--- config.mk ---
export PLATFORM = sky130hd
export DESIGN_NAME = ir_frame_tx
export DESIGN_NICKNAME = d
export VERILOG_FILES = /design/src/rtl/ir_tx_pkg.sv /design/src/rtl/ir_frame_tx_carrier.sv /design/src/rtl/ir_frame_tx.sv
export SDC_FILE = /design/constraint.sdc
export NUM_CORES = 1
export LEC_CHECK = 0
export CAP_MARGIN = 20
export CORE_ASPECT_RATIO = 1.75
export CORE_MARGIN = 2
export CORE_UTILIZATION = 55
export DETAILED_ROUTE_END_ITERATION = 8
export PLACE_DENSITY = 0.76
export SLEW_MARGIN = 20
export SYNTH_ARGS = -nofsm -noshare
export SYNTH_HDL_FRONTEND = slang
export SYNTH_SLANG_ARGS = --single-unit
--- constraint.sdc ---
create_clock -name clk -period 7.02 [get_ports clk]
set_clock_uncertainty 0.2 [all_clocks]
set_input_delay 1.404 -clock clk [delete_from_list [all_inputs] [get_ports clk]]
set_output_delay 1.404 -clock clk [all_outputs]
set_load 0.02 [all_outputs]
--- src/rtl/ir_tx_pkg.sv ---
// Shared types and elaboration-time helpers for the IR frame transmitter.
package ir_tx_pkg;

  typedef enum logic [2:0] {IDLE, LEAD, SEG0, CONN, SEG1, STOP, GAP} state_t;

  function automatic int unsigned cyc(int unsigned clk_hz, int unsigned us);
    return (clk_hz / 1000000) * us;
  endfunction

  // Bits needed to hold values 0..maxval (never less than one).
  function automatic int cw(int unsigned maxval);
    return (maxval < 2) ? 1 : $clog2(maxval + 1);
  endfunction

endpackage

--- src/rtl/ir_frame_tx_carrier.sv ---
// Carrier source: P-cycle phase counter, high for the first P/2 cycles of each period.
module ir_carrier_gen
  import ir_tx_pkg::*;
#(
  parameter int unsigned PERIOD = 10
) (
  input  logic clk,
  input  logic rst,
  input  logic clr,
  output logic carrier
);

  localparam int PW = cw(PERIOD - 1);

  logic [PW-1:0] phase;

  always_ff @(posedge clk or negedge rst) begin
    if (!rst)                                 phase <= '0;
    else if (clr || phase == PW'(PERIOD - 1)) phase <= '0;
    else                                      phase <= phase + PW'(1);
  end

  assign carrier = (phase < PW'(PERIOD / 2));

endmodule

--- src/rtl/ir_frame_tx.sv ---
// IR frame transmitter: leader, segment 0, connect code, segment 1, stop mark,
// optionally repeated with an inter-frame gap.
module ir_frame_tx
  import ir_tx_pkg::*;
#(
  parameter int unsigned CLK_HZ          = 125000000,
  parameter int unsigned CARRIER_HZ      = 38000,
  parameter int unsigned SEG0_BITS       = 35,
  parameter int unsigned SEG1_BITS       = 32,
  parameter bit          LSB_FIRST       = 1'b0,
  parameter bit          OUT_ACTIVE_HIGH = 1'b1,
  parameter int unsigned T_LEAD_MARK_US  = 9000,
  parameter int unsigned T_LEAD_SPACE_US = 4500,
  parameter int unsigned T_BIT_MARK_US   = 560,
  parameter int unsigned T_ZERO_SPACE_US = 560,
  parameter int unsigned T_ONE_SPACE_US  = 1690,
  parameter int unsigned T_CONN_SPACE_US = 20000,
  parameter int unsigned T_GAP_US        = 40000
) (
  input  logic                 clk,
  input  logic                 rst,
  input  logic                 start_valid,
  output logic                 start_ready,
  input  logic [SEG0_BITS-1:0] seg0_data,
  input  logic [SEG1_BITS-1:0] seg1_data,
  input  logic [3:0]           repeat_cnt,
  input  logic                 abort,
  output logic                 ir_out,
  output logic                 envelope,
  output logic                 busy,
  output logic                 done,
  output logic                 aborted
);

  function automatic int unsigned umax(int unsigned a, int unsigned b);
    return (a > b) ? a : b;
  endfunction

  localparam int unsigned C_LM  = cyc(CLK_HZ, T_LEAD_MARK_US);
  localparam int unsigned C_LS  = cyc(CLK_HZ, T_LEAD_SPACE_US);
  localparam int unsigned C_BM  = cyc(CLK_HZ, T_BIT_MARK_US);
  localparam int unsigned C_ZS  = cyc(CLK_HZ, T_ZERO_SPACE_US);
  localparam int unsigned C_OS  = cyc(CLK_HZ, T_ONE_SPACE_US);
  localparam int unsigned C_CS  = cyc(CLK_HZ, T_CONN_SPACE_US);
  localparam int unsigned C_GP  = cyc(CLK_HZ, T_GAP_US);
  localparam int unsigned C_MAX = umax(umax(umax(C_LM, C_LS), umax(C_BM, C_ZS)),
                                       umax(umax(C_OS, C_CS), C_GP));
  localparam int CW = cw(C_MAX);

  // Counter reload values: a phase of N cycles counts N-1 down to 0.
  localparam logic [CW-1:0] N_LM = CW'(C_LM - 1);
  localparam logic [CW-1:0] N_LS = CW'(C_LS - 1);
  localparam logic [CW-1:0] N_BM = CW'(C_BM - 1);
  localparam logic [CW-1:0] N_ZS = CW'(C_ZS - 1);
  localparam logic [CW-1:0] N_OS = CW'(C_OS - 1);
  localparam logic [CW-1:0] N_CS = CW'(C_CS - 1);
  localparam logic [CW-1:0] N_GP = CW'(C_GP - 1);

  localparam logic [5:0] B0_FIRST = LSB_FIRST ? 6'd0 : 6'(SEG0_BITS - 1);
  localparam logic [5:0] B0_LAST  = LSB_FIRST ? 6'(SEG0_BITS - 1) : 6'd0;
  localparam logic [5:0] B1_FIRST = LSB_FIRST ? 6'd0 : 6'(SEG1_BITS - 1);
  localparam logic [5:0] B1_LAST  = LSB_FIRST ? 6'(SEG1_BITS - 1) : 6'd0;

  state_t          state, state_n;
  logic            mark_n, done_n, aborted_n;
  logic [CW-1:0]   cnt, cnt_n;
  logic [5:0]      bidx, bidx_n, bstep;
  logic [3:0]      rep, rep_n;
  logic [63:0]     s0, s1;
  logic            accept, cur_bit, last_bit, carrier, clr;

  assign start_ready = (state == IDLE) && !done;
  assign busy        = (state != IDLE);
  assign accept      = start_valid && start_ready;
  assign cur_bit     = (state == SEG0) ? s0[bidx] : s1[bidx];
  assign last_bit    = (state == SEG0) ? (bidx == B0_LAST) : (bidx == B1_LAST);
  assign bstep       = LSB_FIRST ? bidx + 6'd1 : bidx - 6'd1;
  // Carrier realigns at the start of every frame (first accept and after each gap).
  assign clr         = (state_n == LEAD) && (state != LEAD);

  always_comb begin
    state_n   = state;
    mark_n    = envelope;
    cnt_n     = cnt;
    bidx_n    = bidx;
    rep_n     = rep;
    done_n    = 1'b0;
    aborted_n = 1'b0;
    if (state == IDLE) begin
      if (accept) begin
        state_n = LEAD; mark_n = 1'b1; cnt_n = N_LM; rep_n = repeat_cnt;
      end
    end else if (abort) begin
      state_n = IDLE; mark_n = 1'b0; aborted_n = 1'b1;
    end else if (cnt != '0) begin
      cnt_n = cnt - CW'(1);
    end else begin
      case (state)
        LEAD:
          if (envelope) begin mark_n = 1'b0; cnt_n = N_LS; end
          else begin state_n = SEG0; mark_n = 1'b1; cnt_n = N_BM; bidx_n = B0_FIRST; end
        SEG0, SEG1:
          if (envelope) begin
            mark_n = 1'b0; cnt_n = cur_bit ? N_OS : N_ZS;
          end else begin
            mark_n = 1'b1; cnt_n = N_BM;
            if (!last_bit)          bidx_n  = bstep;
            else if (state == SEG0) state_n = CONN;
            else                    state_n = STOP;
          end
        CONN:
          if (envelope) begin mark_n = 1'b0; cnt_n = N_CS; end
          else begin state_n = SEG1; mark_n = 1'b1; cnt_n = N_BM; bidx_n = B1_FIRST; end
        STOP: begin
          mark_n = 1'b0;
          if (rep != 4'd0) begin state_n = GAP; cnt_n = N_GP; end
          else begin state_n = IDLE; done_n = 1'b1; end
        end
        GAP: begin
          state_n = LEAD; mark_n = 1'b1; cnt_n = N_LM; rep_n = rep - 4'd1;
        end
        default: state_n = IDLE;
      endcase
    end
  end

  always_ff @(posedge clk or negedge rst) begin
    if (!rst) begin
      state    <= IDLE;
      envelope <= 1'b0;
      cnt      <= '0;
      bidx     <= '0;
      rep      <= '0;
      done     <= 1'b0;
      aborted  <= 1'b0;
    end else begin
      state    <= state_n;
      envelope <= mark_n;
      cnt      <= cnt_n;
      bidx     <= bidx_n;
      rep      <= rep_n;
      done     <= done_n;
      aborted  <= aborted_n;
    end
  end

  // Payload shadows, zero-extended so any 6-bit index is in range.
  always_ff @(posedge clk or negedge rst) begin
    if (!rst) begin
      s0 <= '0;
      s1 <= '0;
    end else if (accept) begin
      s0 <= 64'(seg0_data);
      s1 <= 64'(seg1_data);
    end
  end

  ir_carrier_gen #(.PERIOD(CLK_HZ / CARRIER_HZ)) u_carrier (
    .clk     (clk),
    .rst     (rst),
    .clr     (clr),
    .carrier (carrier)
  );

  assign ir_out = (envelope & carrier) ^ !OUT_ACTIVE_HIGH;

endmodule

==> impl_metrics.tcl <==
set metrics [dict create \
    ff2ff_path_depth 8 \
    clk_latency_ns 0.41 \
    worst-path-max-fanout 23 \
    critPathKind "reg2out" \
    ir_worst_vdd_uv 223 \
    first_pass_iters 6 \
    die_w_um 86.9 \
    final_cell_mix "118 x dfrtp_1, 79 x clkdlybuf4s50_1, 75 x mux2_2, 60 x nor2_1, 47 x nand2_1" \
    rrSetupSlack_ns 2.85 \
    path_clk_slew_ns 0.06 \
    critical_path.startpoint "state[0]" \
    routedWlPerCell_um 19.1 \
    cp-start-kind "flop" \
    overflow 0 \
    min_period_ns 4.50 \
    rr_startpoint "state[0]" \
    wl_mm 16.4 \
    worst_setup_path_end_kind "output port" \
    cts_sinks 118 \
    drv_slew 0 \
    ys_warn_count 0 \
    post-cts-setup-buffer-count 0 \
    crit_path_end "start_ready" \
    final_common_cell "dfrtp_1" \
    slew_headroom 0.272 \
    ys_seq_area_frac 0.447 \
    vias 5339 \
    synth_cells 645 \
    layout_worst_path_cycle_share 0.641 \
    clockRootBuffer "clkbuf_16" \
    die-area_um2 12900 \
    crit_arrival_ns 2.90 \
    finalWeightedCongestion 0.954 \
    holdWs_ns 0.276 \
    max_freq_mhz 222 \
    p_per_area_nw_per_um2 273 \
    synth_cell_types 78 \
    finalSetupViolCount 0 \
    drt_iter0_markers 396 \
    synth_edf_count 0 \
    synth_seq_cells 118 \
    h-tree-depth 4 \
    p_leak_nw 3.30 \
    min_path_cells 1 \
    drive_gt1_frac 0.200 \
    cts.repair.resized 0 \
    hold_violations 0 \
    grt_pass1_wl_mm 26.4 \
    status "complete, no violations" \
    hp-class "reg2reg" \
    core_um2 11900 \
    r2r-end "cnt[21]" \
    synthFlopType "dfrtp_1" \
    fillCellCount 904 \
    port_buffers 80 \
    worst_pin_slew_ns 1.08 \
    grt_pass1_vias 5382 \
    die_height_um 149 \
    syn_to_final_growth_pct 20.8 \
    start_util 0.557 \
    cts_tree "yes" \
    syn_nets 725 \
    track_usage 0.262 \
    ant_nets 0 \
    placementRows 53 \
    cts_buffers 17 \
    antennaDiodeCount 0 \
    io_pins 81 \
    vias_per_cell 6.22 \
    maxCapViolations 0 \
    syn_area_per_cell_um2 10.2 \
    clock_path_buffers 2 \
    ys_async_sr_fraction 1.00 \
    grt_max_degree 72 \
    rsz0062_at_grt "no" \
    nets 788 \
    grt_antenna_before_repair 0 \
    synthesis.area_um2 6610 \
    crit_required_ns 5.42 \
    drc 0 \
    ctsHoldBuffers 0 \
    tns_ns 0 \
    place_hpwl_mm 11.8 \
]
-- metrics by stage --
step	total power, mW	setup WS (ns)	util	instances	cell area [µm²]
after CTS	2.19	2.54	0.673	858	7990
final	2.18	2.52	0.673	858	7990
after global placement	1.32	2.84	0.625	826	7410
after global routing	2.28	2.37	0.673	858	7990
after detailed placement	1.35	2.81	0.625	826	7410
after floorplan	1.19	3.96	-	645	6610
-- cell type report --
| class | instances | area, µm² | area share |
|---|---|---|---|
| multi-input combinational | 464 | 3370 | 0.423 |
| inverter | 23 | 86.3 | 0.0108 |
| clock buffer | 18 | 429 | 0.0537 |
| timing repair buffer | 84 | 828 | 0.104 |
| tap | 137 | 171 | 0.0215 |
| sequential | 118 | 2950 | 0.370 |
| clock inverter | 14 | 143 | 0.0179 |
-- worst min-delay path by stage --
stage / start / to / slack [ns]
after floorplan: cnt[15] / cnt[15] / 0.24
after global placement: cnt[15] / cnt[15] / 0.25
after detailed placement: cnt[15] / cnt[15] / 0.26
after CTS: cnt[15] / cnt[15] / 0.28
after global routing: cnt[15] / cnt[15] / 0.29
final: cnt[15] / cnt[15] / 0.28
-- metal layers --
metal  track usage  part of all wire  vias up
li1              -                 -     2491
met1         0.300              0.37     2632
met2         0.466              0.55      179
met3        0.0415             0.041       37
met4         0.124             0.035        0
met5             0                 0        -
-- sequential cells by signal, summed over array words and instances (netlist names), 3 cells and up --
register,flops
u_carrier.phase,12
s0,35
bidx,6
rep,4
s1,32
cnt,23
state,3
-- critical path: stages, from the launching register on --
cell and delay (ns):
dfrtp_1 0.66, or2_4 0.41, nor2_2 0.43, inv_2 0.24, nor2_1 0.13, clkdlybuf4s50_1 0.61
-- logic make-up after synthesis --
family | after synthesis | share of synthesized area
AO/OA/AOI/OAI | 149 | 0.155
flip-flops | 118 | 0.447
adder cells (fa/ha/maj) | 6 | 0.0110
buffers and inverters | 63 | 0.0428
AND/OR/NAND/NOR | 204 | 0.156
XOR/XNOR | 12 | 0.0159
multiplexers | 93 | 0.172
-- Yosys cell counts, types with 2 or more instances --
| cell type | number | share of area |
|---|---|---|
| buf_4 | 8 | 0.0091 |
| o31ai_1 | 7 | 0.0080 |
| a21oi_1 | 25 | 0.019 |
| buf_1 | 3 | 0.0017 |
| o22ai_1 | 5 | 0.0047 |
| nand2_1 | 47 | 0.027 |
| a32o_1 | 3 | 0.0045 |
| nand4_1 | 10 | 0.0095 |
| nor2_1 | 60 | 0.034 |
| nor4b_1 | 2 | 0.0027 |
| o21bai_1 | 2 | 0.0023 |
| nor3_1 | 15 | 0.011 |
| clkbuf_1 | 16 | 0.0091 |
| a31oi_1 | 14 | 0.013 |
| a21oi_2 | 2 | 0.0027 |
| a32oi_1 | 2 | 0.0027 |
| o22a_1 | 4 | 0.0053 |
| mux2i_1 | 9 | 0.014 |
| nand2b_1 | 6 | 0.0057 |
| and3_1 | 7 | 0.0066 |
| a21o_1 | 5 | 0.0057 |
| nand3_1 | 20 | 0.015 |
| o32ai_1 | 2 | 0.0027 |
| dfrtp_1 | 118 | 0.45 |
| or3_1 | 4 | 0.0038 |
| xor2_1 | 8 | 0.011 |
| a211oi_1 | 4 | 0.0045 |
| o21ai_1 | 3 | 0.0023 |
| nor4_1 | 7 | 0.0066 |
| o21ai_0 | 40 | 0.030 |
| and2_1 | 2 | 0.0019 |
| o32a_1 | 2 | 0.0030 |
| or2_2 | 3 | 0.0028 |
| mux2_2 | 75 | 0.13 |
| buf_2 | 12 | 0.0091 |
| inv_1 | 21 | 0.012 |
| ha_1 | 5 | 0.0095 |
| mux4_2 | 9 | 0.031 |
| nor2_2 | 2 | 0.0019 |
| or4_1 | 2 | 0.0023 |
| nor2b_1 | 5 | 0.0047 |
| o31a_1 | 3 | 0.0040 |
| o21a_1 | 4 | 0.0045 |
| a22oi_1 | 5 | 0.0057 |
| xnor2_1 | 4 | 0.0053 |
-- where the power goes --
part | switching [mW] | internal, mW
clock | 0.346 | 0.498
combinational | 0.208 | 0.231
sequential | 0.0976 | 0.804
Power figures use the tool's default switching activity.
